[src/rtl/reg_file_wb.sv]
// reg_file_wb: MIPS general-purpose register file on the writeback path.
//  - One synchronous write port (WB stage), two combinational read ports (ID stage).
//  - Register 0 is hardwired to zero.
//  - Serial dump engine streams every register over a valid/ready handshake.
// Optional feature, enabled by defining REG_FILE_BYPASS_EN:
//  - Write-before-read forwarding on both read ports and on the dump capture.
module reg_file_wb #(
  parameter int NB_DATA = 32,
  parameter int NB_ADDR = 5
) (
  input  logic               i_clk,
  input  logic               i_reset,
  input  logic               i_reg_write_W,
  input  logic [NB_ADDR-1:0] i_write_reg_W,
  input  logic [NB_DATA-1:0] i_write_data_W,
  input  logic [NB_ADDR-1:0] i_read_reg_a_D,
  input  logic [NB_ADDR-1:0] i_read_reg_b_D,
  output logic [NB_DATA-1:0] o_read_data_a_D,
  output logic [NB_DATA-1:0] o_read_data_b_D,
  input  logic               i_dump_start,
  input  logic               i_dump_ready,
  output logic               o_dump_valid,
  output logic [NB_ADDR-1:0] o_dump_addr,
  output logic [NB_DATA-1:0] o_dump_data,
  output logic               o_dump_last,
  output logic               o_dump_busy
);

  localparam int N_REGS = 2 ** NB_ADDR;

  typedef enum logic [1:0] {
    IDLE = 2'd0,
    LOAD = 2'd1,
    SEND = 2'd2
  } state_t;

  logic [NB_DATA-1:0] regs [N_REGS];

  logic               wr_en;
  logic [NB_DATA-1:0] rd_a;
  logic [NB_DATA-1:0] rd_b;
  logic [NB_DATA-1:0] cap_data;

  state_t             state;
  state_t             state_n;
  logic [NB_ADDR-1:0] idx;
  logic [NB_ADDR-1:0] idx_n;

  logic               vld_p1;
  logic               vld_n;
  logic [NB_ADDR-1:0] dump_addr_p1;
  logic [NB_ADDR-1:0] addr_n;
  logic [NB_DATA-1:0] dump_data_p1;
  logic [NB_DATA-1:0] data_n;
  logic               dump_last_p1;
  logic               last_n;

  // A write to register 0 is dropped here, so regs[0] only ever holds zero.
  assign wr_en = i_reg_write_W && (i_write_reg_W != '0);

  // Register array: cleared on reset, written at the edge after WB presents data.
  always_ff @(posedge i_clk) begin
    if (i_reset) begin
      for (int i = 0; i < N_REGS; i++) begin
        regs[i] <= '0;
      end
    end else if (wr_en) begin
      regs[i_write_reg_W] <= i_write_data_W;
    end
  end

  // Read ports and dump capture source; address 0 always reads zero.
  always_comb begin
    rd_a     = (i_read_reg_a_D == '0) ? '0 : regs[i_read_reg_a_D];
    rd_b     = (i_read_reg_b_D == '0) ? '0 : regs[i_read_reg_b_D];
    cap_data = (idx == '0) ? '0 : regs[idx];
`ifdef REG_FILE_BYPASS_EN
    // wr_en already excludes address 0, so the zero rule still holds here.
    if (wr_en && (i_read_reg_a_D == i_write_reg_W)) rd_a = i_write_data_W;
    if (wr_en && (i_read_reg_b_D == i_write_reg_W)) rd_b = i_write_data_W;
    if (wr_en && (idx == i_write_reg_W))            cap_data = i_write_data_W;
`endif
  end

  assign o_read_data_a_D = rd_a;
  assign o_read_data_b_D = rd_b;

  // Dump engine next-state: LOAD captures one register, SEND holds it until accepted.
  always_comb begin
    state_n = state;
    idx_n   = idx;
    vld_n   = vld_p1;
    addr_n  = dump_addr_p1;
    data_n  = dump_data_p1;
    last_n  = dump_last_p1;
    case (state)
      IDLE: begin
        if (i_dump_start) begin
          idx_n   = '0;
          state_n = LOAD;
        end
      end
      LOAD: begin
        addr_n  = idx;
        data_n  = cap_data;
        vld_n   = 1'b1;
        last_n  = &idx;
        state_n = SEND;
      end
      SEND: begin
        // Beat fields are frozen here; later writes to the array do not reach them.
        if (vld_p1 && i_dump_ready) begin
          vld_n = 1'b0;
          if (dump_last_p1) begin
            last_n  = 1'b0;
            state_n = IDLE;
          end else begin
            idx_n   = idx + NB_ADDR'(1);
            state_n = LOAD;
          end
        end
      end
      default: begin
        state_n = IDLE;
        vld_n   = 1'b0;
        last_n  = 1'b0;
      end
    endcase
  end

  // ---- stage p1: registered dump beat; reset aborts any dump in progress ----
  // Dump engine state and beat registers.
  always_ff @(posedge i_clk) begin
    if (i_reset) begin
      state        <= IDLE;
      idx          <= '0;
      vld_p1       <= 1'b0;
      dump_addr_p1 <= '0;
      dump_data_p1 <= '0;
      dump_last_p1 <= 1'b0;
    end else begin
      state        <= state_n;
      idx          <= idx_n;
      vld_p1       <= vld_n;
      dump_addr_p1 <= addr_n;
      dump_data_p1 <= data_n;
      dump_last_p1 <= last_n;
    end
  end

  assign o_dump_valid = vld_p1;
  assign o_dump_addr  = dump_addr_p1;
  assign o_dump_data  = dump_data_p1;
  assign o_dump_last  = dump_last_p1;
  assign o_dump_busy  = (state != IDLE);

endmodule

[config.mk]
export PLATFORM = sky130hd
export DESIGN_NAME = reg_file_wb
export DESIGN_NICKNAME = d
export VERILOG_FILES = /design/src/rtl/reg_file_wb.sv
export SDC_FILE = /design/constraint.sdc
export NUM_CORES = 2
export LEC_CHECK = 0
export BUFFER_PORTS_ARGS = -buffer_cell sky130_fd_sc_hd__buf_2
export CORE_MARGIN = 2
export CORE_UTILIZATION = 48
export CTS_CLUSTER_SIZE = 25
export DETAILED_ROUTE_END_ITERATION = 8
export PLACE_DENSITY_LB_ADDON = 0.25
export SLEW_MARGIN = 20
export SYNTH_ARGS = -nofsm -noshare
export SYNTH_HDL_FRONTEND = slang
export SYNTH_SLANG_ARGS = --single-unit
[constraint.sdc]
create_clock -name i_clk -period 3.6 [get_ports i_clk]
set_input_delay 0.54 -clock i_clk [delete_from_list [all_inputs] [get_ports i_clk]]
set_output_delay 0.54 -clock i_clk [all_outputs]
set_load 0.01 [all_outputs]
==> qor.yml <==
fin_crit_ns: 3.58
hp-class: "primary input to register"
yosys_warnings: 0
syn_inst: 4567
track_usage: 0.364
grt_overflow_total: 0
routed_via_density: 7.14
yosysTopAreaCellShare: 0.473
via_count: 46691
yosys-top-cells-area: "edfxtp_1 47%, mux4_2 21%, and2_1 9.8%, mux2i_1 7.3%, clkbuf_1 2.1%"
synth_top_area_cell: "edfxtp_1"
cts_buffers: 114
end_kind: "output port"
cts-root-buf: "clkbuf_16"
ir_drop_v: 0.000542
worst_path_most_repeated_cell: "buf_4"
slowest_stage: "o21ai_0"
power_leakage_nw: 24.9
finalSetupViolations: 0
cellPowerDensity_mw_per_mm2: 436
finalNetCount: 4698
area_growth_pct: 13.1
clock_sinks: 1075
pwr-share-clk: 0.396
rsz0062_at_grt: "false"
cpPeakStageDelay_ns: 0.62
cts-resized-gates: 0
crit_chain: "buf_4 -> buf_4 -> buf_4 -> mux4_2 -> o21ai_0 -> a31oi_1 -> buf_2"
clock-skew-final_ns: 0.0348
seqPwrFrac: 0.465
synth_async_sr_flop_share: 0
grt_max_degree: 111
finalNonFillerCells: 6537
synth-main-ff-cell: "edfxtp_1"
status: "complete, no violations"
fmax_mhz: 280
relSlewSlack: 0.163
cts_hold_buf: 0
finalCritPeriodShare: 0.993
drtIter0Drc: 7944
gp_congestion: 0.961
combPwrFrac: 0.140
htreeDepth: 3
stdcell_area_mm2: 0.0736
post_cts.repair.setup_buffers: 0
portBuffers: 155
cp_data_arrival_time_ns: 3.04
clock_latency_ns: 0.77
placed_area_mm2: 0.0696
sw_frac_of_total: 0.262
slew_viol_final: 0
core_mm2: 0.135
cts_tree: "built"
start_kind: "primary input"
nFillCells: 10833
grt_pass1_wl_um: 350000
synth_seq_area_share: 0.489
grt_pass1_vias: 45438
hold_viol: 0
post_synth_instance_area_mm2: 0.0650
required_ns: 3.06
internal-power_mw: 23.7
synth.distinct_cells: 54
ioPinCount: 156
syn_avg_cell_area_um2: 14.2
wl_um: 253000
drc: 0
ys_ff_latch: 1075
ant_nets: 0
finalSetupTns_ns: 0
wl_per_cell_um: 38.7
dieWidth_um: 372
dieArea_mm2: 0.138
clkTransAtPathRegs_ns: 0.06
drive_gt1_frac: 0.293
antenna_found_initial: 33
die_h_um: 372
p_switching_mw: 8.42
critPathKind: "primary input to output port"
max_cap_viol_count: 0
tightest_slew_ns: 1.25
initial_core_util: 0.482
synth_edf_count: 1024
dp_cells: 6308
drt_first_pass_iters: 6
post-dp-hpwl_um: 163000
crit_fanout: 15
cts_buffer_depth: 3
row_count: 135
[cells in the final DEF (no fill, tap or decap), types with 10 or more instances in the layout]
cell type,netlist,routed
a2111oi_0,19,19
a2111oi_1,15,15
a2111oi_2,12,12
a21o_1,23,23
a21oi_1,41,41
a221o_1,66,66
a221oi_1,87,87
a22o_1,14,14
a22oi_1,114,114
a31oi_1,64,64
and2_1,1019,1016
buf_12,0,81
buf_2,126,146
buf_4,22,219
bufinv_16,0,19
clkbuf_1,358,16
clkbuf_16,0,117
clkinv_1,0,18
clkinv_2,0,30
conb_1,1,32
dfxtp_1,51,47
diode_2,0,13
edfxtp_1,1024,1024
inv_1,28,28
mux2_2,41,41
mux2i_1,475,475
mux4_2,608,608
nand2_1,53,53
nand3b_1,11,11
nor2_1,47,10
nor2_4,0,36
o21ai_0,87,87
o22ai_1,23,23
or2_2,32,32
[path summary, 6_finish.rpt]
kind	from	to	slack (ns)	cells after the start
setup / recovery	i_read_reg_a_D[3]	o_read_data_a_D[26]	0.02	7
hold / removal	i_dump_ready	o_dump_valid	0.07	3
setup reg to reg	register	o_dump_data[26]	0.60	5
hold reg to reg	o_dump_addr[0]	o_dump_addr[0]	0.46	2
[worst max-delay path: cells and delay by family]
| kind | cells | cell delay, ns |
|---|---|---|
| AO/OA/AOI/OAI | 2 | 0.92 |
| buffers and inverters | 4 | 1.20 |
| multiplexers | 1 | 0.33 |
[synth_stat cells (19+ instances only)]
library cell     n
edfxtp_1      1024
and2_1        1019
mux4_2         608
mux2i_1        475
clkbuf_1       358
buf_2          126
a22oi_1        114
a221oi_1        87
o21ai_0         87
a221o_1         66
a31oi_1         64
nand2_1         53
dfxtp_1         51
nor2_1          47
a21oi_1         41
mux2_2          41
or2_2           32
inv_1           28
a21o_1          23
o22ai_1         23
buf_4           22
a2111oi_0       19
[cell families (layout without fill, tap and decap cells)]
| group | count (synthesis) | in the layout | share of synthesized area |
|---|---|---|---|
| xor+xnor | 2 | 2 | 0.000269 |
| simple gates | 1205 | 1205 | 0.113 |
| compound gates | 605 | 605 | 0.0704 |
| mux | 1124 | 1124 | 0.291 |
| fa+ha+maj | 3 | 3 | 0.000577 |
| buf+inv | 552 | 697 | 0.0362 |
| other cells | 1 | 45 | 0.0000577 |
| flops | 1075 | 1075 | 0.489 |
[power groups by stage]
| stage | sequential, mW | clock, mW | combinational (mW) |
|---|---|---|---|
| global placement | 15.1 | 0 | 4.31 |
| detailed placement | 15.1 | 0 | 4.35 |
| CTS | 14.9 | 12.7 | 4.36 |
| floorplan | 14.9 | 0 | 2.62 |
| global route | 15.0 | 13.2 | 4.57 |
| finish | 14.9 | 12.7 | 4.48 |
[layer usage]
metal  wire, µm  vias up  global-route usage
li1           -    18208                   -
met1      86800    23693               0.461
met2     111000     3930               0.542
met3      34800      834               0.110
met4      20300       26               0.240
met5        339        -             0.00944
[layout make-up]
class / instances / area, µm² / area share
diodes: 13 / 32.5 / 0.000442
flip-flops and latches: 1075 / 31800 / 0.432
clock inverters: 77 / 871 / 0.0118
repair buffers: 451 / 4060 / 0.0552
clock buffers: 139 / 3070 / 0.0417
multi-input cells: 2971 / 31400 / 0.427
well taps: 1781 / 2230 / 0.0303
inverters: 30 / 118 / 0.00160
[sequential cells by signal, summed over array words and instances (netlist names), named ones only]
name          flops
state             2
o_dump_addr       5
o_dump_last       1
regs           1024
o_dump_data      32
o_dump_valid      1
idx               5
[per-stage QoR]
step,setup WS [ns],util,hold WS (ns),power (mW)
finish,0.0247,0.545,0.0723,32.1
global route,0.0311,0.545,0.0955,32.7
CTS,0.148,0.545,0.0555,31.9
detailed placement,0.153,0.516,0.449,19.5
global placement,0.129,0.516,0.443,19.4
floorplan,0.959,-,0.461,17.5
(Power assumes the default switching activity.)
